## config.mk

```make
export PLATFORM = sky130hd
export DESIGN_NAME = crc_fsk4_framer
export DESIGN_NICKNAME = d
export VERILOG_FILES = /design/src/rtl/crc_fsk4_pkg.sv /design/src/rtl/crc_fsk4_crc.sv /design/src/rtl/crc_fsk4_framer.sv
export SDC_FILE = /design/constraint.sdc
export NUM_CORES = 1
export LEC_CHECK = 0
export BUFFER_PORTS_ARGS = -buffer_cell sky130_fd_sc_hd__buf_2
export CAP_MARGIN = 20
export CELL_PAD_IN_SITES_DETAIL_PLACEMENT = 1
export CELL_PAD_IN_SITES_GLOBAL_PLACEMENT = 2
export CORE_MARGIN = 1
export CORE_UTILIZATION = 37
export DETAILED_ROUTE_END_ITERATION = 10
export PLACE_DENSITY = 0.85
export SLEW_MARGIN = 25
export SYNTH_ARGS = -nofsm -noshare
export SYNTH_HDL_FRONTEND = slang
export SYNTH_SLANG_ARGS = --single-unit
```

## constraint.sdc

```tcl
create_clock -name sys_clk -period 4.1 [get_ports sys_clk]
set_input_delay 0.82 -clock sys_clk [delete_from_list [all_inputs] [get_ports sys_clk]]
set_output_delay 0.82 -clock sys_clk [all_outputs]
set_load 0.02 [all_outputs]
```

## src/rtl/crc_fsk4_pkg.sv

```systemverilog
// Shared types for the CRC/4FSK framer: FSM states, tone indices and the dibit-to-tone Gray map.
// No logic latency; pure declarations.
// No handshake; pure declarations.
package crc_fsk4_pkg;

    typedef enum logic [1:0] {
        IDLE = 2'd0,
        PRE  = 2'd1,
        DATA = 2'd2,
        CRC  = 2'd3
    } state_t;

    localparam logic [1:0] TONE_0 = 2'd0;
    localparam logic [1:0] TONE_1 = 2'd1;
    localparam logic [1:0] TONE_2 = 2'd2;
    localparam logic [1:0] TONE_3 = 2'd3;

    // Adjacent tones differ by one bit, so a one-tone detection slip costs a single bit error.
    function automatic logic [1:0] gray_map(input logic [1:0] dibit);
        case (dibit)
            2'b00:   return TONE_0;
            2'b01:   return TONE_1;
            2'b11:   return TONE_2;
            default: return TONE_3;
        endcase
    endfunction

endpackage

```

## src/rtl/crc_fsk4_crc.sv

```systemverilog
// Parallel CRC update: DATA_W serial MSB-first shifts collapsed into one combinational step.
// Latency: combinational, zero cycles.
// No handshake; the caller decides when to register crc_out.
module crc_fsk4_crc #(
    parameter int               DATA_W   = 8,
    parameter int               CRC_W    = 8,
    parameter logic [CRC_W-1:0] CRC_POLY = CRC_W'('h07)
) (
    input  logic [CRC_W-1:0]  crc_in,
    input  logic [DATA_W-1:0] data_in,
    output logic [CRC_W-1:0]  crc_out
);

    logic [CRC_W-1:0] c;
    logic             fb;

    always_comb begin
        c  = crc_in;
        fb = 1'b0;
        for (int i = DATA_W - 1; i >= 0; i--) begin
            fb = c[CRC_W-1] ^ data_in[i];
            c  = {c[CRC_W-2:0], 1'b0} ^ (fb ? CRC_POLY : '0);
        end
        crc_out = c;
    end

endmodule

```

## src/rtl/crc_fsk4_framer.sv

```systemverilog
// crc_fsk4_framer: appends a CRC to a word frame and serialises it as Gray-coded 4FSK tone indices (preamble with CRC_FSK_PREAMBLE_EN).
// Latency: word accepted at edge t gives out_valid at t+1; symbols stream back-to-back while words keep arriving.
// Backpressure: symbols advance only on out_valid & out_ready; in_ready holds off until the held word is fully shifted out.
module crc_fsk4_framer
    import crc_fsk4_pkg::*;
#(
    parameter int               DATA_W        = 8,
    parameter int               CRC_W         = 8,
    parameter logic [CRC_W-1:0] CRC_POLY      = CRC_W'('h07),
    parameter logic [CRC_W-1:0] CRC_INIT      = '0,
    parameter logic [CRC_W-1:0] CRC_XOROUT    = '0,
    parameter int               PREAMBLE_SYMS = 8
) (
    input  logic              sys_clk,
    input  logic              reset,
    input  logic [DATA_W-1:0] in_data,
    input  logic              in_valid,
    input  logic              in_last,
    output logic              in_ready,
    output logic [1:0]        out_tone,
    output logic              out_valid,
    output logic              out_last,
    input  logic              out_ready,
    output logic [CRC_W-1:0]  crc_value,
    output logic              busy
);

    localparam int SR_W  = (DATA_W > CRC_W) ? DATA_W : CRC_W;
    localparam int CNT_W = $clog2(SR_W / 2 + 1);
    localparam logic [CNT_W-1:0] SYM_DATA = CNT_W'(DATA_W / 2);
    localparam logic [CNT_W-1:0] SYM_CRC  = CNT_W'(CRC_W / 2);
    localparam logic [CNT_W-1:0] SYM_ONE  = CNT_W'(1);

    if ((DATA_W % 2) != 0 || DATA_W < 2) begin : g_bad_data_w
        $error("crc_fsk4_framer: DATA_W must be even and >= 2");
    end
    if ((CRC_W % 2) != 0 || CRC_W < 2 || CRC_W > 32) begin : g_bad_crc_w
        $error("crc_fsk4_framer: CRC_W must be even and in 2..32");
    end
    if (PREAMBLE_SYMS < 1) begin : g_bad_pre
        $error("crc_fsk4_framer: PREAMBLE_SYMS must be >= 1");
    end

    state_t           state;
    logic [SR_W-1:0]  sr;
    logic [CNT_W-1:0] sym_cnt;
    logic             last_word;
    logic [CRC_W-1:0] crc_reg;
    logic [CRC_W-1:0] crc_next;
    logic [SR_W-1:0]  word_al;
    logic [SR_W-1:0]  crc_al;
    logic             in_fire;
    logic             out_fire;

`ifdef CRC_FSK_PREAMBLE_EN
    localparam int PRE_W = $clog2(PREAMBLE_SYMS + 1);
    localparam logic [PRE_W-1:0] PRE_LAST = PRE_W'(PREAMBLE_SYMS - 1);
    logic [PRE_W-1:0] pre_cnt;
`endif

    crc_fsk4_crc #(
        .DATA_W   (DATA_W),
        .CRC_W    (CRC_W),
        .CRC_POLY (CRC_POLY)
    ) u_crc (
        .crc_in  ((state == IDLE) ? CRC_INIT : crc_reg),
        .data_in (in_data),
        .crc_out (crc_next)
    );

    // Words and CRC are MSB-aligned so the next dibit is always the top two bits.
    assign word_al  = SR_W'(in_data) << (SR_W - DATA_W);
    assign crc_al   = SR_W'(crc_reg ^ CRC_XOROUT) << (SR_W - CRC_W);
    assign out_fire = out_valid & out_ready;
    assign in_fire  = in_valid & in_ready;
    assign in_ready = (state == IDLE) ||
                      ((state == DATA) &&
                       (!out_valid || (out_fire && (sym_cnt == SYM_ONE) && !last_word)));
    assign out_last = out_valid && (state == CRC) && (sym_cnt == SYM_ONE);

`ifdef CRC_FSK_PREAMBLE_EN
    assign out_tone = (state == PRE) ? (pre_cnt[0] ? TONE_3 : TONE_0) : gray_map(sr[SR_W-1 -: 2]);
`else
    assign out_tone = gray_map(sr[SR_W-1 -: 2]);
`endif

    always_ff @(posedge sys_clk or posedge reset) begin
        if (reset) begin
            state     <= IDLE;
            sr        <= '0;
            sym_cnt   <= '0;
            last_word <= 1'b0;
            out_valid <= 1'b0;
            crc_reg   <= CRC_INIT;
            crc_value <= '0;
            busy      <= 1'b0;
`ifdef CRC_FSK_PREAMBLE_EN
            pre_cnt   <= '0;
`endif
        end else begin
            case (state)
                IDLE: if (in_fire) begin
                    sr        <= word_al;
                    sym_cnt   <= SYM_DATA;
                    last_word <= in_last;
                    crc_reg   <= crc_next;
                    out_valid <= 1'b1;
                    busy      <= 1'b1;
`ifdef CRC_FSK_PREAMBLE_EN
                    pre_cnt   <= '0;
                    state     <= PRE;
`else
                    state     <= DATA;
`endif
                end
`ifdef CRC_FSK_PREAMBLE_EN
                PRE: if (out_fire) begin
                    if (pre_cnt == PRE_LAST) state <= DATA;
                    else                     pre_cnt <= pre_cnt + 1'b1;
                end
`endif
                DATA: if (in_fire) begin
                    sr        <= word_al;
                    sym_cnt   <= SYM_DATA;
                    last_word <= in_last;
                    crc_reg   <= crc_next;
                    out_valid <= 1'b1;
                end else if (out_fire) begin
                    if (sym_cnt == SYM_ONE) begin
                        if (last_word) begin
                            sr      <= crc_al;
                            sym_cnt <= SYM_CRC;
                            state   <= CRC;
                        end else begin
                            // Source has not supplied the next word yet: stall the line.
                            out_valid <= 1'b0;
                        end
                    end else begin
                        sr      <= sr << 2;
                        sym_cnt <= sym_cnt - SYM_ONE;
                    end
                end
                CRC: if (out_fire) begin
                    if (sym_cnt == SYM_ONE) begin
                        crc_value <= crc_reg ^ CRC_XOROUT;
                        crc_reg   <= CRC_INIT;
                        sr        <= '0;
                        sym_cnt   <= '0;
                        out_valid <= 1'b0;
                        busy      <= 1'b0;
                        state     <= IDLE;
                    end else begin
                        sr      <= sr << 2;
                        sym_cnt <= sym_cnt - SYM_ONE;
                    end
                end
                default: state <= IDLE;
            endcase
        end
    end

endmodule

```

# Yosys cells after proc, flatten, opt, wreduce, memory -nomap -nowiden

Index checks and enable logic that the tools add are counted.

Register bits: 32
Output and inout bits: 14
Logic and storage cells: 113

Add/sub/neg operators: 1
Equal/unequal tests: 17
Mux-type cells: 47
Bitwise gates (word level): 18
Reduce and logical (&&, ||, !) cells: 22

Operators by type and width:

| cell                                                   | number |
|---|---|
| two-way mux 8 bit                                      | 11 |
| bitwise XOR 8 bit                                      | 8 |
| two-way mux 3 bit                                      | 15 |
| case mux 8 bit (3 select lines)                        | 1 |
| case mux 8 bit (2 select lines)                        | 1 |
| two-way mux 2 bit                                      | 7 |
| AND reduction 7 bit                                    | 2 |
| inequality test 2 bit (second input constant)          | 6 |
| case mux 2 bit (3 select lines)                        | 2 |
| case mux 3 bit (3 select lines)                        | 1 |
| AND reduction 4 bit                                    | 2 |
| bitwise XOR 1 bit                                      | 8 |
| two-way mux 1 bit                                      | 7 |
| equality test 2 bit (second input constant)            | 3 |
| inequality test 3 bit (second input constant)          | 2 |
| logical AND 1 bit                                      | 5 |
| AND reduction 5 bit                                    | 1 |
| zero test 2 bit                                        | 2 |
| inequality test 2 x 1 -> 1 bit (second input constant) | 2 |
| inequality test 4 bit (second input constant)          | 1 |
| nonzero test 2 bit                                     | 2 |
| equality test 3 x 1 -> 1 bit (second input constant)   | 1 |
| inequality test 3 x 2 -> 1 bit (second input constant) | 1 |
| case mux 1 bit (3 select lines)                        | 1 |
| other kinds (10)                                       | 13 |

# Longest topological paths before layout

Gate-level depths: netlist of run 1.

Depth after elaboration: 28
Mapped depth: 9
Gate-level depth less buffers: 7

# Hierarchy

Synthesis of run 1 repeated with hierarchy kept, for this count alone.

Cells, all modules: 203
Area total of the unflattened synthesis: 1904.3 µm²

Modules (own cells, without submodules):

| module          | times used | cells an instance | area an instance (µm²) | sequential area each (µm²) |
|---|---|---|---|---|
| crc_fsk4_framer | 1          | 181               | 1712.9                 | 800.8 |
| crc_fsk4_crc    | 1          | 22                | 191.4                  | 0.0 |

# Least setup slack after synthesis of run 1

OpenSTA, ideal clock, no wires.

Path kind: flip-flop to output port
Start point: reg sym_cnt[1]
End point: out out_last
Arrival time: 1.494 ns
Data required time: 3.280 ns
Slack: 1.786 ns
Cell stages (with the launch flop): 7
Path buffers: 2
Cells stage by stage: dfrtp_1 -> inv_1 -> ha_1 -> nor2b_1 -> buf_2 -> clkbuf_1 -> and3_1

Word-level cells in the longest chain between the ends: 2

RTL lines:

| element                      | RTL line               | text |
|---|---|---|
| from (decl)                  | crc_fsk4_framer.sv:46  | `logic [CNT_W-1:0] sym_cnt;` |
| from (signal assigned)       | crc_fsk4_framer.sv:140 | `sym_cnt <= sym_cnt - SYM_ONE;` |
| from (signal assigned)       | crc_fsk4_framer.sv:154 | `sym_cnt <= sym_cnt - SYM_ONE;` |
| equality test 3 x 1 -> 1 bit | crc_fsk4_framer.sv:79  | `assign out_last = out_valid && (state == CRC) && (sym_cnt == SYM_ONE);` |
| logical AND 1 bit            | crc_fsk4_framer.sv:79  |  |
| to (decl)                    | crc_fsk4_framer.sv:22  | `output logic out_last,` |

Every way passes these cells.

# Final worst setup path of run 1

Same ends and word-level chain as after synthesis.

==> metrics.yaml, run 1 <==
routing:
  wl_per_cell_um: 15.1
  vias: 1531
  via_per_inst: 5.07
  wl_um: 4570
  drc_errors: 0
  drtIter0Drc: 40
  ant_nets: 0
  dr.pass1.iters: 4
cts:
  cts_resized: 0
  clock_path_buffers: 2
  cts_made_buffers: 5
  cts_setup_buffers: 0
  clk_pin_slew_ns: 0.07
  h-tree-depth: 2
  cts-root-buf: "clkbuf_8"
  worstSkewPairLatency_ns: 0.29
  hold_buffers: 0
  cts_tree: "done"
  clock-sinks: 32
min_path:
  min_path_type: "reg2reg"
die:
  coreArea_um2: 4820
  row_count: 25
  fp.dieW_um: 73.6
  pin_count: 27
  fp.dieH_um: 73.6
  die_area_um2: 5420
  start_util: 0.394
worst_setup_path:
  crit_required_ns: 3.28
  cp-end-kind: "output port"
  r2r_start: "sym_cnt[1]"
  reg2reg_slack_ns: 1.86
  crit_start: "sym_cnt[1]"
  worstPathArrival_ns: 1.79
  crit_type: "reg2out"
  start_kind: "flop"
  ff2ff_path_depth: 5
  timing.rr.end: "crc_al[3]"
  worstPathMaxFanout: 18
  setup.worst_path.end: "out_last"
logic_synthesis:
  yosys.area_share.adder: 0.0264
  yosys_warnings: 0
  synth_top_cell_by_area: "dfrtp_1"
  yosys.area_share.simple: 0.192
  synth-seq-cells: 32
  async_flop_share: 1.00
  synth_top_family_by_area: "simple AND/OR/NAND/NOR gates"
  syn_avg_cell_area_um2: 9.16
  syn_inst: 207
  synth_flop_cell: "dfrtp_1"
  synthXorXnorAreaFrac: 0.138
  netlist_area_um2: 1900
  ys_seq_area_frac: 0.422
  synth_compound_area_frac: 0.148
  synth.top_cell.area_share: 0.422
  synthMuxAreaShare: 0.0336
  synth_edf_count: 0
  ys_types: 39
  synthTopCellsByArea: "dfrtp_1 (42%), nand2_1 (7.5%), xnor2_1 (6.9%)"
  synth_nets: 224
pwr:
  power.density_nw_per_um2: 806
  leakage_nw: 1.05
  power.total_mw: 1.76
  ir_drop_v: 0.000314
timing:
  final_max_slew_viol_count: 0
  rsz0062_at_grt: "false"
  slew_headroom: 0.383
  worstMarginPinSlew_ns: 0.919
  max_freq_mhz: 383
  finClkSkew_ns: 0.00555
  period_minus_slack_ns: 2.61
  setup_violations: 0
  hold_viol: 0
  timing.final.crit_share: 0.636
  tns_ns: 0
final_layout:
  area.growth.synth_to_final_pct: 15.4
  n_fill_cell: 606
  drive_gt1_frac: 0.204
  finalNonFillerCells: 302
  final_cell_mix: "nand2_1 (38), dfrtp_1 (32), buf_2 (26), o21ai_0 (22), xnor2_1 (15)"
  fin_nets: 251
  n_antenna_cell: 0
  fin_util: 0.454
  final_common_cell: "nand2_1"
global_route:
  track_usage: 0.191
  grt_pass1_wl_um: 7550
  antenna_found_initial: 0
  overflow: 0
  grt_max_degree: 33
  first_global_vias: 1478
placed_design:
  portBuffers: 26
  hpwl_um: 3260
  gp_congestion: 0.740
  post-place-cells: 294
run:
  drv_cap: 0
run_status:
  status: "finished clean"
cell families (layout without fill, tap and decap cells):
logic type | after synthesis | in the layout
compound gates | 46 | 46
xor+xnor | 25 | 25
flops | 32 | 32
mux | 6 | 6
buf+inv | 18 | 46
fa+ha+maj | 4 | 4
simple gates | 76 | 76
flip-flops by register name (all words and copies together) (netlist names):
register and flops:
busy 1, crc_al 8, crc_value 8, last_word 1
out_valid 1, sr 8, state 2, sym_cnt 3
critical path, stage by stage, from the launching register on:
cell and delay [ns]:
dfrtp_1 0.38, inv_1 0.08, ha_1 0.20, nor2b_1 0.25, buf_4 0.27, and3_1 0.17
buf_2 0.16
power breakdown:
part           leakage, nW  total [mW]  internal [mW]  switching (mW)
combinational        0.601       0.920          0.443           0.477
sequential           0.400       0.584          0.456           0.128
clock               0.0510       0.261          0.134           0.127
total                 1.05        1.76           1.03           0.732
worst min-delay path by stage:
stage,from,end,slack (ns),cells after the start
floorplan,sr[3],sr[3],0.44,2
detailed placement,crc_value[4],crc_value[4],0.46,2
global route,crc_value[4],crc_value[4],0.50,2
finish,crc_value[4],crc_value[4],0.47,2
CTS,crc_value[4],crc_value[4],0.48,2
global placement,crc_value[5],crc_value[5],0.45,2
stage by stage:
| stage | instance area, um^2 | setup slack (ns) | hold slack, ns |
|---|---|---|---|
| after floorplan | 1900 | 1.79 | 0.442 |
| after global placement | 2100 | 1.67 | 0.452 |
| after detailed placement | 2100 | 1.67 | 0.458 |
| after CTS | 2190 | 1.46 | 0.476 |
| after global routing | 2190 | 1.39 | 0.499 |
| final | 2190 | 1.49 | 0.473 |
Yosys cell counts (all sizes together) (2+ instances only):
cell and count:
xnor3 3, o21ai 23, inv 8, nand3 7
a31oi 3, nand2 38, nor2b 6, clkbuf 4
dfrtp 32, nand4 2, a21boi 4, ha 4
mux2 3, nor2 13, a21o 2, o22a 2
buf 6, o2111ai 2, a21oi 5, and2 3
mux2i 3, xnor2 15, xor2 7
routing by layer:
layer	up-vias	part of all wire	track usage
li1	752	-	-
met5	-	0	0
met4	0	0.015	0.0726
met2	34	0.47	0.295
met3	6	0.039	0.0521
met1	739	0.48	0.256
final cells by class:
type / instances / area, um^2 / share of cell area
multi-input combinational: 157 / 1020 / 0.467
sequential: 32 / 801 / 0.366
timing repair buffer: 30 / 160 / 0.0732
tap: 67 / 83.8 / 0.0383
clock buffer: 6 / 82.6 / 0.0377
inverter: 8 / 30.0 / 0.0137
clock inverter: 2 / 10.0 / 0.00457
(Power assumes the default switching activity.)
==> run 2: changes to the inputs <==
- CORE_UTILIZATION: 37 -> 31
- PLACE_DENSITY: 0.85 -> 0.76
- clock period: 4.1 -> 2.15 ns (I/O delays scaled with it)
==> metrics.yaml, run 2 (synthesis gave the netlist of run 1 again) <==
final_layout:
  final_common_cell: "nand2_1"  # unchanged
  n_antenna_cell: 0  # unchanged
  area.growth.synth_to_final_pct: 20.3  # was 15.4%
  drive_gt1_frac: 0.231  # was 0.204
  fin_util: 0.385  # was 0.454
  fin_nets: 258  # was 251
  final_cell_mix: "nand2_1 (38), dfrtp_1 (32), buf_2 (26), o21ai_0 (22), xnor2_1 (15)"  # unchanged
routing:
  vias: 1541  # was 1531
  wl_per_cell_um: 14.5  # was 15.1 um
  ant_nets: 0  # unchanged
  dr.pass1.iters: 4  # unchanged
  drtIter0Drc: 42  # was 40
  wl_um: 4610  # was 4570 um
  drc_errors: 0  # unchanged
  via_per_inst: 4.86  # was 5.07
worst_setup_path:
  start_kind: "flop"  # unchanged
  crit_type: "reg2out"  # unchanged
  reg2reg_slack_ns: 0.16  # was 1.86 ns
  worstPathArrival_ns: 1.59  # was 1.79 ns
  timing.rr.end: "crc_al[2]"  # was crc_al[3]
  cp-end-kind: "output port"  # unchanged
  ff2ff_path_depth: 5  # unchanged
  worstPathMaxFanout: 10  # was 18
  r2r_start: "state[1]"  # was sym_cnt[1]
  crit_required_ns: 1.72  # was 3.28 ns
timing:
  period_minus_slack_ns: 2.02
  timing.final.crit_share: 0.937
  hold_viol: 0  # unchanged
  final_max_slew_viol_count: 0  # unchanged
  setup_violations: 0  # unchanged
  max_freq_mhz: 496
  rsz0062_at_grt: "false"  # unchanged
  finClkSkew_ns: 0.00631  # was 0.00555 ns
  worstMarginPinSlew_ns: 0.444  # was 0.919 ns
  slew_headroom: 0.703  # was 0.383
  tns_ns: 0  # unchanged
cts:
  cts_setup_buffers: 0  # unchanged
  clock-sinks: 32  # unchanged
  cts_made_buffers: 5  # unchanged
  h-tree-depth: 2  # unchanged
  cts-root-buf: "clkbuf_8"  # unchanged
  clk_pin_slew_ns: 0.07  # about the same
  cts_tree: "done"  # unchanged
  worstSkewPairLatency_ns: 0.28  # was 0.29 ns
  clock_path_buffers: 2  # unchanged
global_route:
  track_usage: 0.165  # was 0.191
  first_global_vias: 1595  # was 1478
  antenna_found_initial: 0  # unchanged
  overflow: 0  # unchanged
  grt_max_degree: 33  # unchanged
  grt_pass1_wl_um: 8000  # was 7550 um
placed_design:
  hpwl_um: 3430  # was 3260 um
  gp_congestion: 0.797  # was 0.740
  portBuffers: 26  # unchanged
die:
  fp.dieH_um: 80.2  # was 73.6 um
  fp.dieW_um: 80.2  # was 73.6 um
  row_count: 28  # was 25
  start_util: 0.320  # was 0.394
  die_area_um2: 6440  # was 5420 um^2
  pin_count: 27  # unchanged
  coreArea_um2: 5920  # was 4820 um^2
run:
  drv_cap: 0  # unchanged
pwr:
  switching_share: 0.400  # was 0.415
  leakage_nw: 1.10  # was 1.05 nW
  p_int_mw: 2.11  # was 1.03 mW
  ir_drop_v: 0.000458  # was 0.000314 V
  combPwrFrac: 0.523  # was 0.521
  power.density_nw_per_um2: 1540  # was 806 nW/um^2
  pwr-share-seq: 0.313  # was 0.331
  p_clk_frac: 0.164  # was 0.148
  power.total_mw: 3.51  # was 1.76 mW
  switching_power_mw: 1.40  # was 0.732 mW
run_status:
  status: "finished clean"  # unchanged
min_path:
  min_path_type: "in2async"  # was reg2reg
-- run 2: cell count changes in the layout (fill, tap and decap cells not counted) --
| cell | previous run | this run |
|---|---|---|
| buf_4 | 4 | 10 |
| buf_12 | 0 | 1 |
| bufinv_16 | 0 | 1 |
| clkbuf_8 | 6 | 5 |
| clkbuf_1 | 0 | 1 |
| clkinv_2 | 2 | 1 |
| and2_1 | 3 | 2 |
| nor2b_2 | 0 | 1 |
| and2_2 | 0 | 1 |
| nor2b_1 | 6 | 5 |
-- run 2: cell type report --
type,count,area (um^2)
fill,714,3640
tap,75,93.8
multi-input combinational,157,1020
inverter,8,30.0
timing repair buffer,37,225
clock inverter,2,35.0
sequential,32,801
clock buffer,6,72.6
-- run 2: worst max-delay path by stage --
stage,from,to
2_1_floorplan,sym_cnt[1],out_last
3_3_place_gp,in_data[7],crc_al[2]
3_5_place_dp,in_data[7],crc_al[2]
4_1_cts,sym_cnt[1],out_last
5_1_grt,state[1],sr[2]
6_report,sym_cnt[0],out_last
-- run 2: worst max-delay path, cell delays in order (launching register included) --
cell	delay, ns
dfrtp_1	0.42
ha_1	0.25
nor2b_2	0.17
buf_4	0.16
and3_1	0.16
buf_2	0.15
-- run 2: power groups by stage --
stage / Clock, mW / Combinational [mW] / Sequential (mW)
after floorplan: 0 / 1.32 / 1.16
after global placement: 0 / 1.82 / 1.11
after detailed placement: 0 / 1.86 / 1.11
after CTS: 0.597 / 1.86 / 1.10
after global routing: 0.619 / 2.08 / 1.14
final: 0.577 / 1.84 / 1.10
-- run 2: through the flow --
stage | instance area [um^2] | hold WS [ns] | instances | setup slack (ns)
2_1_floorplan | 1900 | 0.442 | 207 | 0.226
3_3_place_gp | 2170 | 0.453 | 309 | 0.106
3_5_place_dp | 2170 | 0.461 | 309 | 0.0854
4_1_cts | 2280 | 0.245 | 317 | 0.0794
5_1_grt | 2280 | 0.275 | 317 | 0.0141
6_report | 2280 | 0.226 | 317 | 0.134
-- run 2: layer usage --
layer / track usage / up-vias / wire length [um]
met3: 0.0364 / 4 / 155
li1: - / 767 / -
met1: 0.222 / 744 / 2330
met2: 0.270 / 26 / 2090
met4: 0.0375 / 0 / 39
met5: 0 / - / 0
-- run 2: repair_timing --
item | CTS | global route
resized for setup | 0 | 2
hold buffers | 0 | 0
endpoints found under the setup margin | 0 | 4
==> run 3: changes to the inputs <==
- ABC_AREA: unset -> 1
- CORE_UTILIZATION: 31 -> 29
- PLACE_DENSITY: 0.76 -> 0.78
==> metrics.yaml, run 3 <==
run_status:
  status: "finished clean"  # unchanged
timing:
  hold_viol: 0  # unchanged
  slew_headroom: 0.684  # was 0.703
  tns_ns: 0  # unchanged
  final_max_slew_viol_count: 0  # unchanged
  fin_hold_ws_ns: 0.227  # was 0.226 ns
  max_freq_mhz: 510  # was 496 MHz
  worstMarginPinSlew_ns: 0.469  # was 0.444 ns
  period_minus_slack_ns: 1.96  # was 2.02 ns
  finClkSkew_ns: 0.00313  # was 0.00631 ns
  setup_slack_ns: 0.188  # was 0.134 ns
  setup_violations: 0  # unchanged
  timing.final.crit_share: 0.913  # was 0.937
logic_synthesis:
  async_flop_share: 1.00  # unchanged
  netlist_area_um2: 2110  # was 1900 um^2
  synthTopCellsByArea: "dfrtp_1 (38%), nand2_1 (24%), nand3_1 (8.1%)"  # was dfrtp_1 (42%), nand2_1 (7.5%), xnor2_1 (6.9%)
  yosys_warnings: 0  # unchanged
  synth_nets: 329  # was 224
  syn_avg_cell_area_um2: 6.76  # was 9.16 um^2
  yosys-top-cells-count: "nand2_1 (135), nand3_1 (34), dfrtp_1 (32)"  # was nand2_1 (38), dfrtp_1 (32), o21ai_0 (23)
  syn_inst: 312  # was 207
  synth_flop_cell: "dfrtp_1"  # unchanged
  yosysMostFrequentCell: "nand2_1"  # unchanged
  synth_edf_count: 0  # unchanged
  ys_types: 27  # was 39
  synth.top_cell.area_share: 0.380  # was 0.422
  synth-seq-cells: 32  # unchanged
  ys_seq_area_frac: 0.380  # was 0.422
  synth_top_cell_by_area: "dfrtp_1"  # unchanged
cts:
  cts-root-buf: "clkbuf_8"  # unchanged
  clk_pin_slew_ns: 0.07  # about the same
  cts_tree: "done"  # unchanged
  h-tree-depth: 2  # unchanged
  clock_path_buffers: 2  # unchanged
  worstSkewPairLatency_ns: 0.28  # about the same
  cts_made_buffers: 5  # unchanged
  clock-sinks: 32  # unchanged
  hold_buffers: 0  # unchanged
routing:
  via_per_inst: 4.75  # was 4.86
  dr.pass1.iters: 4  # unchanged
  drc_errors: 0  # unchanged
  wl_per_cell_um: 14.4  # was 14.5 um
  wl_um: 6390  # was 4610 um
  drtIter0Drc: 53  # was 42
  ant_nets: 0  # unchanged
  vias: 2109  # was 1541
worst_setup_path:
  reg2reg_slack_ns: 0.26  # was 0.16 ns
  worstPathMaxFanout: 3  # was 10
  ff2ff_path_depth: 12  # was 5
  r2r_start: "sym_cnt[1]"  # was state[1]
  cp-end-kind: "output port"  # unchanged
  crit_required_ns: 1.72  # about the same
  timing.rr.end: "sr[1]"  # was crc_al[2]
  worstPathArrival_ns: 1.53  # was 1.59 ns
  start_kind: "flop"  # unchanged
  crit_type: "reg2out"  # unchanged
final_layout:
  drive_gt1_frac: 0.164  # was 0.231
  final_cell_mix: "nand2_1 (134), nand3_1 (34), dfrtp_1 (31), inv_1 (27), buf_2 (26)"  # was nand2_1 (38), dfrtp_1 (32), buf_2 (26), o21ai_0 (22), xnor2_1 (15)
  finalNonFillerCells: 444  # was 317
  fin_nets: 364  # was 258
  n_antenna_cell: 0  # unchanged
  area.growth.synth_to_final_pct: 19.8  # was 20.3%
  final_common_cell: "nand2_1"  # unchanged
min_path:
  min_path_type: "in2async"  # unchanged
global_route:
  grt_max_degree: 33  # unchanged
  first_global_vias: 2095  # was 1595
  overflow: 0  # unchanged
  track_usage: 0.187  # was 0.165
  antenna_found_initial: 0  # unchanged
  grt_pass1_wl_um: 10800  # was 8000 um
placed_design:
  place_ws_ns: -0.0543  # was 0.0854 ns
  post-place-cells: 433  # was 309
  hpwl_um: 4880  # was 3430 um
  portBuffers: 26  # unchanged
  gp_congestion: 0.830  # was 0.797
die:
  fp.dieH_um: 87.3  # was 80.2 um
  row_count: 30  # was 28
  fp.dieW_um: 87.3  # was 80.2 um
  start_util: 0.305  # was 0.320
  pin_count: 27  # unchanged
  coreArea_um2: 6910  # was 5920 um^2
  die_area_um2: 7620  # was 6440 um^2
pwr:
  power.density_nw_per_um2: 1590  # was 1540 nW/um^2
  leakage_nw: 1.34  # was 1.10 nW
  ir_drop_v: 0.000477  # was 0.000458 V
run:
  drv_cap: 0  # unchanged
==> run 3: changes by cell type in the layout (fill, tap and decap cells not counted), sizes merged, moves of 4 or more <==
cell / change
nor2b: -6
nand4: +11
nand2: +100
xnor2: -11
inv: +21
nand3: +29
a21oi: -4
a21boi: -4
==> run 3: timing repair <==
| item | 4_1_cts | 5_1_grt |
|---|---|---|
| setup buffers | 2 | 0 |
| setup endpoints to repair | 11 | 18 |
| resized for setup | 0 | 6 |
| pin swaps | 1 | 1 |
| cloned | 0 | 1 |
| endpoints found under the hold margin | 0 | 0 |
==> run 3: area by class of cell <==
type	count	area [um^2]
clock buffers	6	72.6
clock inverters	2	35.0
fillers	910	4380
inverters	31	120
multi-input cells	242	1180
flip-flops and latches	32	802
well taps	96	120
repair buffers	35	198
==> run 3: worst max path at each step <==
stage	start	to	slack [ns]	cells past startpoint
2_1_floorplan	out_valid	sym_cnt[0]	0.45	10
3_3_place_gp	sym_cnt[1]	sym_cnt[1]	0.07	11
3_5_place_dp	sym_cnt[1]	sr[2]	-0.05	11
4_1_cts	sym_cnt[0]	crc_al[2]	0.12	9
5_1_grt	sym_cnt[1]	in_ready	-0.001	7
6_report	sym_cnt[1]	in_ready	0.19	7
==> run 3: per-layer routing <==
layer,up-vias,GRT usage,wire [um]
li1,1069,-,-
met2,24,0.305,2990
met5,-,0,0
met3,6,0.0246,123
met1,1010,0.259,3210
met4,0,0.0507,70
==> run 3: through the flow <==
step	util	area [um^2]	power (mW)
CTS	0.361	2490	3.97
floorplan	-	2110	2.70
global route	0.366	2520	4.45
global placement	0.343	2370	3.27
finish	0.366	2520	4.01
detailed placement	0.343	2370	3.32
==> run 3: cell families after synthesis <==
| kind of cell | Yosys count | synth area share |
|---|---|---|
| simple gates | 202 | 0.420 |
| buf+inv | 39 | 0.0760 |
| flops | 32 | 0.380 |
| compound gates | 26 | 0.0635 |
| xor+xnor | 9 | 0.0374 |
| fa+ha+maj | 4 | 0.0237 |
==> run 3: worst max-delay path, cell delays in order, from the launching register on <==
cell and delay, ns:
dfrtp_1 0.38, inv_1 0.08, ha_1 0.14, nand2_1 0.07
nor2_2 0.12, nand2_1 0.12, a31oi_1 0.14, buf_2 0.18
==> run 3: power breakdown <==
part	switching, mW	total, mW	internal, mW	leakage, nW
clock network	0.238	0.582	0.344	0.0552
logic	1.54	2.35	0.809	0.883
registers	0.220	1.08	0.861	0.405
total	2.00	4.01	2.01	1.34
